==> config.mk <==
export PLATFORM = sky130hd
export DESIGN_NAME = fn1_mul_share_arb_flat
export DESIGN_NICKNAME = d
export VERILOG_FILES = /design/src/rtl/fn1_mul_arb_pkg.sv /design/src/rtl/fn1_mul_share_arb_if.sv /design/src/rtl/fn1_rr_pick.sv /design/src/rtl/fn1_mul_share_arb.sv /design/src/flat_wrapper.sv
export SDC_FILE = /design/constraint.sdc
export NUM_CORES = 1
export LEC_CHECK = 0
export BUFFER_PORTS_ARGS = -buffer_cell sky130_fd_sc_hd__buf_2
export CAP_MARGIN = 20
export CORE_AREA = 3 3 80 82
export DETAILED_ROUTE_END_ITERATION = 10
export DIE_AREA = 0 0 83 85
export PLACE_DENSITY = 0.9
export RECOVER_POWER = 100
export SKIP_LAST_GASP = 1
export SLEW_MARGIN = 20
export SYNTH_ARGS = -nofsm -noshare
export SYNTH_HDL_FRONTEND = slang
export SYNTH_SLANG_ARGS = --single-unit
==> constraint.sdc <==
create_clock -name clk -period 3.48 [get_ports clk]
set_input_delay 0 -clock clk [delete_from_list [all_inputs] [get_ports clk]]
set_output_delay 0 -clock clk [all_outputs]
set_load 0.02 [all_outputs]
==> src/rtl/fn1_mul_arb_pkg.sv <==
// Shared types for the multiplier-sharing arbiter: operand width, tag sizing
// and the {valid, tag} entry that shadows each multiplier pipeline stage.
package fn1_mul_arb_pkg;

  localparam int DW    = 16;
  localparam int N_MAX = 8;

  function automatic int tag_w(input int n);
    return (n <= 2) ? 1 : $clog2(n);
  endfunction

  // Tags are sized for the largest supported requester count.
  localparam int TAG_W = tag_w(N_MAX);

  typedef logic [TAG_W-1:0] tag_t;

  typedef struct packed {
    logic v;
    tag_t tag;
  } stage_t;

endpackage

==> src/rtl/fn1_mul_share_arb_if.sv <==
// Requester handshake and multiplier-core bus of the shared multiplier arbiter.
interface fn1_mul_share_arb_if #(
  parameter int N  = 4,
  parameter int DW = fn1_mul_arb_pkg::DW
);
  logic [N-1:0]         req_valid;
  logic [N-1:0]         req_ready;
  logic [N-1:0][DW-1:0] req_a;
  logic [N-1:0][DW-1:0] req_b;
  logic [N-1:0]         rsp_valid;
  logic [N-1:0]         rsp_ready;
  logic [DW-1:0]        rsp_data;
  logic                 mul_ce;
  logic [DW-1:0]        mul_din0;
  logic [DW-1:0]        mul_din1;
  logic [DW-1:0]        mul_dout;
  logic                 busy;

  modport slave (
    input  req_valid, req_a, req_b, rsp_ready, mul_dout,
    output req_ready, rsp_valid, rsp_data, mul_ce, mul_din0, mul_din1, busy
  );

  modport master (
    output req_valid, req_a, req_b, rsp_ready, mul_dout,
    input  req_ready, rsp_valid, rsp_data, mul_ce, mul_din0, mul_din1, busy
  );
endinterface

==> src/rtl/fn1_rr_pick.sv <==
// Combinational round-robin picker: first requester at or above ptr, else
// first requester from index 0 (wrap-around).
module fn1_rr_pick
  import fn1_mul_arb_pkg::*;
#(
  parameter int N = 4
) (
  input  logic [N-1:0] req,
  input  tag_t         ptr,
  output tag_t         gnt,
  output logic         gnt_vld
);

  tag_t lo, hi;
  logic lo_v, hi_v;

  // Descending scan so the lowest qualifying index is the one left standing.
  always_comb begin
    lo   = '0;
    hi   = '0;
    lo_v = 1'b0;
    hi_v = 1'b0;
    for (int i = N - 1; i >= 0; i--) begin
      if (req[i]) begin
        lo   = tag_t'(i);
        lo_v = 1'b1;
        if (i >= int'(ptr)) begin
          hi   = tag_t'(i);
          hi_v = 1'b1;
        end
      end
    end
  end

  assign gnt     = hi_v ? hi : lo;
  assign gnt_vld = lo_v;

endmodule

==> src/rtl/fn1_mul_share_arb.sv <==
// Shares one ce-gated pipelined multiplier among N requesters; a tag pipeline
// moving in lockstep with the core routes each product back to its owner.
module fn1_mul_share_arb #(
  parameter int N       = 4,
  parameter int MUL_LAT = 3,
  parameter int DW      = 16
) (
  input  logic               clk,
  input  logic               reset,
  fn1_mul_share_arb_if.slave bus
);
  import fn1_mul_arb_pkg::*;

  stage_t        pipe_q [MUL_LAT:1];
  stage_t        head;
  tag_t          ptr_q, last_q, gnt, sel;
  logic          gnt_vld, ce, busy;
  logic [N-1:0]  rsp_oh, req_elig;
  logic [DW-1:0] din0, din1;

  function automatic logic [N-1:0] onehot(input tag_t t);
    logic [N-1:0] oh;
    oh = '0;
    for (int i = 0; i < N; i++)
      if (tag_t'(i) == t) oh[i] = 1'b1;
    return oh;
  endfunction

  // Only an unaccepted head result can freeze the core and the tag pipeline.
  assign head     = pipe_q[MUL_LAT];
  assign rsp_oh   = head.v ? onehot(head.tag) : '0;
  assign ce       = ~|(rsp_oh & ~bus.rsp_ready);
  assign req_elig = bus.req_valid & {N{ce & ~reset}};

  fn1_rr_pick #(.N(N)) u_pick (
    .req     (req_elig),
    .ptr     (ptr_q),
    .gnt     (gnt),
    .gnt_vld (gnt_vld)
  );

  // Idle cycles keep presenting the last winner so the core never sees X.
  assign sel = gnt_vld ? gnt : last_q;

  always_comb begin
    din0 = bus.req_a[0];
    din1 = bus.req_b[0];
    for (int i = 0; i < N; i++) begin
      if (tag_t'(i) == sel) begin
        din0 = bus.req_a[i];
        din1 = bus.req_b[i];
      end
    end
  end

  always_comb begin
    busy = 1'b0;
    for (int s = 1; s <= MUL_LAT; s++) busy |= pipe_q[s].v;
  end

  assign bus.req_ready = gnt_vld ? onehot(gnt) : '0;
  assign bus.rsp_valid = rsp_oh;
  assign bus.rsp_data  = bus.mul_dout;
  assign bus.mul_ce    = ce;
  assign bus.mul_din0  = din0;
  assign bus.mul_din1  = din1;
  assign bus.busy      = busy;

  always_ff @(posedge clk or posedge reset) begin
    if (reset) begin
      for (int s = 1; s <= MUL_LAT; s++) pipe_q[s] <= '0;
      ptr_q  <= '0;
      last_q <= '0;
    end else if (ce) begin
      pipe_q[1] <= '{v: gnt_vld, tag: gnt};
      for (int s = 2; s <= MUL_LAT; s++) pipe_q[s] <= pipe_q[s-1];
      if (gnt_vld) begin
        ptr_q  <= (gnt == tag_t'(N - 1)) ? '0 : tag_t'(gnt + 1'b1);
        last_q <= gnt;
      end
    end
  end

endmodule

==> src/flat_wrapper.sv <==
// flat-port wrapper written by rule: the top's interface ports become plain ports
module fn1_mul_share_arb_flat import fn1_mul_arb_pkg::*;
#(
  parameter int N       = 4,
  parameter int MUL_LAT = 3,
  parameter int DW      = 16
)
  (clk, reset, bus_req_valid, bus_req_a, bus_req_b, bus_rsp_ready, bus_mul_dout, bus_req_ready, bus_rsp_valid, bus_rsp_data, bus_mul_ce, bus_mul_din0, bus_mul_din1, bus_busy);
  fn1_mul_share_arb_if #(.N(N), .DW(DW)) bus_i ();
  input  logic clk;
  input  logic reset;
  input wire logic [$bits(bus_i.req_valid)-1:0] bus_req_valid;
  input wire logic [$bits(bus_i.req_a)-1:0] bus_req_a;
  input wire logic [$bits(bus_i.req_b)-1:0] bus_req_b;
  input wire logic [$bits(bus_i.rsp_ready)-1:0] bus_rsp_ready;
  input wire logic [$bits(bus_i.mul_dout)-1:0] bus_mul_dout;
  output wire logic [$bits(bus_i.req_ready)-1:0] bus_req_ready;
  output wire logic [$bits(bus_i.rsp_valid)-1:0] bus_rsp_valid;
  output wire logic [$bits(bus_i.rsp_data)-1:0] bus_rsp_data;
  output wire logic [$bits(bus_i.mul_ce)-1:0] bus_mul_ce;
  output wire logic [$bits(bus_i.mul_din0)-1:0] bus_mul_din0;
  output wire logic [$bits(bus_i.mul_din1)-1:0] bus_mul_din1;
  output wire logic [$bits(bus_i.busy)-1:0] bus_busy;
  assign bus_i.req_valid = bus_req_valid;
  assign bus_i.req_a = bus_req_a;
  assign bus_i.req_b = bus_req_b;
  assign bus_i.rsp_ready = bus_rsp_ready;
  assign bus_i.mul_dout = bus_mul_dout;
  assign bus_req_ready = bus_i.req_ready;
  assign bus_rsp_valid = bus_i.rsp_valid;
  assign bus_rsp_data = bus_i.rsp_data;
  assign bus_mul_ce = bus_i.mul_ce;
  assign bus_mul_din0 = bus_i.mul_din0;
  assign bus_mul_din1 = bus_i.mul_din1;
  assign bus_busy = bus_i.busy;
  fn1_mul_share_arb #(.N(N), .MUL_LAT(MUL_LAT), .DW(DW)) u_core (.clk(clk), .reset(reset), .bus(bus_i));
endmodule
=== Word level (Yosys, flattened, before mapping) ===
Index checks and enable logic that the tools add are counted.

* Register bits: 18
* Output and inout bits: 58

* $lt $le $gt $ge: 4
* Mux-type cells: 43
* Add/subtract/negate cells: 1
* Bitwise logic cells: 8
* Reductions and logical operators: 5
* Equality and inequality tests: 10

{| class="wikitable"
|+ Operator list
! operator !! count
|-
| $mux W16 || 6
|-
| $mux W3 || 12
|-
| $mux W1 || 20
|-
| $eq A2 B3 Y1 const A || 6
|-
| $eq A1 B3 Y1 const A || 3
|-
| $and A4 B4 Y4 || 2
|-
| $mux W4 || 2
|-
| $ge A1 B3 Y1 const A || 2
|-
| $ge A2 B3 Y1 const A || 2
|-
| $logic_not A3 Y1 || 2
|-
| $mux W2 || 3
|-
| $not A4 Y4 || 1
|-
| $reduce_or A4 Y1 || 1
|-
| $add A3 B1 Y3 const B || 1
|-
| $eq A3 B2 Y1 const B || 1
|-
| $not A1 Y1 || 2
|-
| $or A1 B1 Y1 || 2
|-
| $reduce_and A2 Y1 || 1
|-
| $and A1 B1 Y1 || 1
|-
| $logic_not A1 Y1 || 1
|}

=== Depth between registers and ports, before layout ===
* Word-level depth: 21
* Depth in mapped cells: 8
* Mapped depth without buffers: 6

=== Cells and area by module ===
From an unflattened synthesis, not the netlist that was laid out.

* Cells, all modules: 316
* Area, all modules: 2,428.6 um^2

{| class="wikitable"
|+ By module, submodules not included
! module !! area each (um^2) !! seq. area each (um^2) !! cells an instance !! instances
|-
| fn1_mul_share_arb || 2,307.2 || 450.4 || 294 || 1
|-
| fn1_rr_pick || 121.4 || 0.0 || 22 || 1
|}

=== Least setup slack after synthesis ===
No wires, ideal clock.

* Path kind: reg-to-output
* Start point: reg u_core.pipe_q, in the netlist u_core.head[0]
* End point: out bus_mul_din0[0]
* Stages on the path, launching flop included: 9
* Required time: 3.480 ns
* Data arrival time: 2.512 ns
* Path slack: 0.968 ns
* Cells stage by stage: dfrtp_1 > mux2_4 > o221ai_2 > or4_1 > buf_2 > a221oi_4 > buf_6 > mux2i_1 > mux2i_1

* Longest elaborated chain between the ends: 21
* Elaborated cells between the ends (all ways): 44

{| class="wikitable"
|+ RTL lines
! item !! line !! text
|-
| start: declaration || fn1_mul_share_arb.sv:14 || <nowiki>stage_t pipe_q [MUL_LAT:1];</nowiki>
|-
| $eq A1 B3 Y1, or another cell as far along || fn1_mul_share_arb.sv:25 || <nowiki>if (tag_t'(i) == t) oh[i] = 1'b1;</nowiki>
|-
| $mux W1 || fn1_mul_share_arb.sv:25 ||
|-
| $mux W4 (*) || fn1_mul_share_arb.sv:31 || <nowiki>assign rsp_oh = head.v ? onehot(head.tag) : '0;</nowiki>
|-
| $and A4 B4 Y4 (*) || fn1_mul_share_arb.sv:32 || <nowiki>assign ce = ~|(rsp_oh & ~bus.rsp_ready);</nowiki>
|-
| $reduce_or A4 Y1 (*) || fn1_mul_share_arb.sv:32 ||
|-
| $logic_not A1 Y1 (*) || fn1_mul_share_arb.sv:32 ||
|-
| $and A1 B1 Y1 (*) || fn1_mul_share_arb.sv:33 || <nowiki>assign req_elig = bus.req_valid & {N{ce & ~reset}};</nowiki>
|-
| $and A4 B4 Y4 (*) || fn1_mul_share_arb.sv:33 ||
|-
| [4 not listed] || - ||
|-
| $mux W3 / $mux W1 (equally long branches) || fn1_rr_pick.sv:24 || <nowiki>if (req[i]) begin</nowiki>
|-
| $mux W3 / $mux W1 (equally long branches) || fn1_rr_pick.sv:27 || <nowiki>if (i >= int'(ptr)) begin</nowiki>
|-
| $mux W3 / $mux W1 (equally long branches) || fn1_rr_pick.sv:24 ||
|-
| $mux W3 || fn1_rr_pick.sv:35 || <nowiki>assign gnt = hi_v ? hi : lo;</nowiki>
|-
| $mux W3 (*) || fn1_mul_share_arb.sv:43 || <nowiki>assign sel = gnt_vld ? gnt : last_q;</nowiki>
|-
| $eq A1 B3 Y1 || fn1_mul_share_arb.sv:49 || <nowiki>if (tag_t'(i) == sel) begin</nowiki>
|-
| $mux W16 (2 in series) || fn1_mul_share_arb.sv:49 ||
|-
| $mux W16 (*) || fn1_mul_share_arb.sv:49 ||
|-
| end: declaration || flat_wrapper.sv:21 || <nowiki>output wire logic [$bits(bus_i.mul_din0)-1:0] bus_mul_din0;</nowiki>
|}

Every way passes the cells marked *; elsewhere a longest branch is shown, timed or not.

=== Worst setup path in the final report ===
* Start point: reg u_core.pipe_q, in the netlist u_core.head[0]
* End point: out bus_mul_din1[15]

* Longest elaborated chain between the ends: 21
* Elaborated cells between the ends (all ways): 44

{| class="wikitable"
|+ RTL lines
! item !! line !! text
|-
| $eq A1 B3 Y1, or another cell as far along || fn1_mul_share_arb.sv:25 ||
|-
| $mux W1 || fn1_mul_share_arb.sv:25 ||
|-
| $mux W4 (*) || fn1_mul_share_arb.sv:31 ||
|-
| $and A4 B4 Y4 (*) || fn1_mul_share_arb.sv:32 ||
|-
| $reduce_or A4 Y1 (*) || fn1_mul_share_arb.sv:32 ||
|-
| $logic_not A1 Y1 (*) || fn1_mul_share_arb.sv:32 ||
|-
| $and A1 B1 Y1 (*) || fn1_mul_share_arb.sv:33 ||
|-
| $and A4 B4 Y4 (*) || fn1_mul_share_arb.sv:33 ||
|-
| [4 not listed] || - ||
|-
| $mux W3 / $mux W1 (equally long branches) || fn1_rr_pick.sv:24 ||
|-
| $mux W3 / $mux W1 (equally long branches) || fn1_rr_pick.sv:27 ||
|-
| $mux W3 / $mux W1 (equally long branches) || fn1_rr_pick.sv:24 ||
|-
| $mux W3 || fn1_rr_pick.sv:35 ||
|-
| $mux W3 (*) || fn1_mul_share_arb.sv:43 ||
|-
| $eq A1 B3 Y1 || fn1_mul_share_arb.sv:49 ||
|-
| $mux W16 (2 in series) || fn1_mul_share_arb.sv:49 ||
|-
| $mux W16 (*) || fn1_mul_share_arb.sv:49 ||
|-
| end: declaration || flat_wrapper.sv:22 || <nowiki>output wire logic [$bits(bus_i.mul_din1)-1:0] bus_mul_din1;</nowiki>
|}

Marks and branches as above.

==> results.toml <==
[power_and_ir_drop]
ir_drop_uv = 542
p_comb_frac = 0.793
powerDensity_nw_per_um2 = 743
seqPwrFrac = 0.133
power.internal_mw = 0.987
p_clk_frac = 0.074
power_mw = 2.08
p_sw_mw = 1.09
power.leakage_nw = 1.57
swShare = 0.526

[clocking]
clk-insertion-delay-late_ns = 0.24
root_buffer = "clkbuf_8"
htreeDepth = 1
numCtsBuffers = 3
hold_buffers = 1
clk_pin_slew_ns = 0.05
post_cts_buffers = 0
cts_tree = "yes"
cts.repair.resized = 0
cts_max_path_buffers = 2
cts_num_sinks = 14

[flow_run]
maxCapViolCount = 0

[worst_setup_path]
cp_max_fo = 32
criticalPathCategory = "register to output port"
critPathArrivalTime_ns = 3.06
critPathRequiredTime_ns = 3.48
rr_startpoint = "u_core.head[0]$_DFFE_PP0N_"
startpoint = "u_core.head[0]$_DFFE_PP0N_"
r2r_slack_ns = 1.07
start_kind = "register"
endpoint_kind = "output port"

[die]
rows = 28
initial_core_util = 0.335
die_h_um = 85
die-area_um2 = 7060
pin_count = 212
design.core.area_um2 = 5820
die_w_um = 83

[yosys]
ys_ff_latch = 14
syn-instance-count = 205
synth-edff-count = 0
ys.flop_type = "dfrtp_1"
synthArstFlopShare = 1.00
ys.warnings.count = 0
syn_area_per_cell_um2 = 9.50
synth.distinct_cells = 32
syn_area_um2 = 1950
syn_nets = 363
synth_sequential_area_ratio = 0.180

[sta]
relSlewSlack = 0.570
tightestPinTransition_ns = 0.645
hold_slack_ns = 0.00000560
max_freq_mhz = 327
finClkSkew_ns = 0.00579
rsz0062_at_grt = "false"
finalHoldViolCount = 0
final_max_slew_viol_count = 0
min_period_over_period = 0.878
final-setup-viol-count = 0
period_needed_ns = 3.06
setup_ws_ns = 0.424
fin_setup_tns_ns = 0

[outcome]
status = "finished clean"

[global_route]
track_usage = 0.192
grt_overflow_total = 0
grt_pass1_wl_mm = 10.8
grt_pass1_vias = 2183
antenna_found_initial = 1
grt_start_max_net_pins = 34

[placed_design]
dpl_cell_area_um2 = 2810
dp_cells = 436
gp_congestion = 0.847
dp_slack_ns = 0.777
numPortBuffers = 179
hpwl_mm = 6.50

[worst_hold_path]
min_path_type = "primary input to output port"
hold_start = "bus_mul_dout[7]"

[routing]
avgRoutedWirePerCell_um = 17.0
vias = 2170
route.detailed.drc = 0
routed_wl_mm = 7.51
drt_iter0_markers = 78
route.detailed.vias_per_inst = 4.92
ant_nets = 0
first_pass_iters = 4

[final_layout]
drive_gt1_frac = 0.421
stdcell_count = 441
multi_input_area_um2 = 1370
n_antenna_cell = 0
design_area_um2 = 2800
fillers = 614
syn2layout_area_growth_pct = 43.7
utilization = 0.481
nNetsFinal = 525
seq_area_um2 = 350
layout by cell type (no fill, tap or decap), drive strengths merged, types with 2 or more instances in the layout:
| cell | netlist | routed |
|---|---|---|
| nand2b | 3 | 3 |
| and3 | 5 | 5 |
| clkbuf | 1 | 45 |
| nand2 | 21 | 21 |
| dfrtp | 14 | 14 |
| mux2i | 97 | 97 |
| inv | 6 | 6 |
| a21oi | 2 | 2 |
| nor2 | 3 | 3 |
| buf | 26 | 142 |
| or4 | 2 | 2 |
| o21ai | 4 | 4 |
| ha | 4 | 4 |
| mux2 | 3 | 3 |
cells in the mapped netlist, drive strengths merged, types with 2 or more instances:
library cell | count | share of area
dfrtp | 14 | 0.18
o21ai | 4 | 0.010
nor2 | 3 | 0.0058
and3 | 5 | 0.016
inv | 6 | 0.012
nand2b | 3 | 0.0096
or4 | 2 | 0.0077
a21oi | 2 | 0.0051
ha | 4 | 0.026
buf | 26 | 0.097
mux2 | 3 | 0.021
mux2i | 97 | 0.50
nand2 | 21 | 0.040
worst max-delay path, cell delays in order (launching register included):
cell and delay [ns]:
dfrtp_1 0.46, mux2_1 0.30, o221ai_1 0.15, or4_1 0.70
a221oi_4 0.36, buf_12 0.28, mux2i_1 0.26, mux2i_1 0.10
clkbuf_1 0.18
power by group through the flow:
stage | registers, mW | clock network (mW) | logic, mW
floorplan | 0.264 | 0 | 1.29
global placement | 0.272 | 0 | 1.69
detailed placement | 0.279 | 0 | 1.73
CTS | 0.276 | 0.159 | 1.73
global route | 0.284 | 0.169 | 1.77
finish | 0.276 | 0.153 | 1.65
area by class of cell:
type                    count  area share
multi-input cells         158       0.490
repair buffers            184       0.324
flip-flops and latches     14       0.125
well taps                  75      0.0335
clock buffers               4      0.0197
inverters                   6     0.00804
final timing paths:
| check | end | cells after the start |
|---|---|---|
| max | bus_mul_din1[15] | 8 |
| min | bus_rsp_data[7] | 0 |
| max reg2reg | u_core.ptr_q[1]$_DFFE_PP0P_ | 6 |
| min reg2reg | u_core.pipe_q[5]$_DFFE_PP0N_ | 2 |
| max in group asynchronous | u_core.ptr_q[1]$_DFFE_PP0P_ | 3 |
| min in group asynchronous | u_core.head[3]$_DFFE_PP0N_ | 3 |
routing by layer:
metal | global-route usage | share of wire | up-vias
li1 | - | - | 1049
met1 | 0.255 | 0.44 | 1006
met2 | 0.313 | 0.46 | 103
met3 | 0.0573 | 0.083 | 10
met4 | 0.0342 | 0.0089 | 2
met5 | 0 | 0.0017 | -
registers in the layout, summed over array words and instances (netlist names):
| signal | flops |
|---|---|
| u_core.head | 3 |
| u_core.last_q | 3 |
| u_core.ptr_q | 2 |
| u_core.pipe_q | 6 |
kinds of logic after synthesis:
group	after synthesis	synth area share
compound gates	14	0.0655
fa+ha+maj	4	0.0257
buf+inv	33	0.110
flops	14	0.180
mux	100	0.520
simple gates	40	0.0989
No activity file was read; power rests on OpenSTA's default activity.
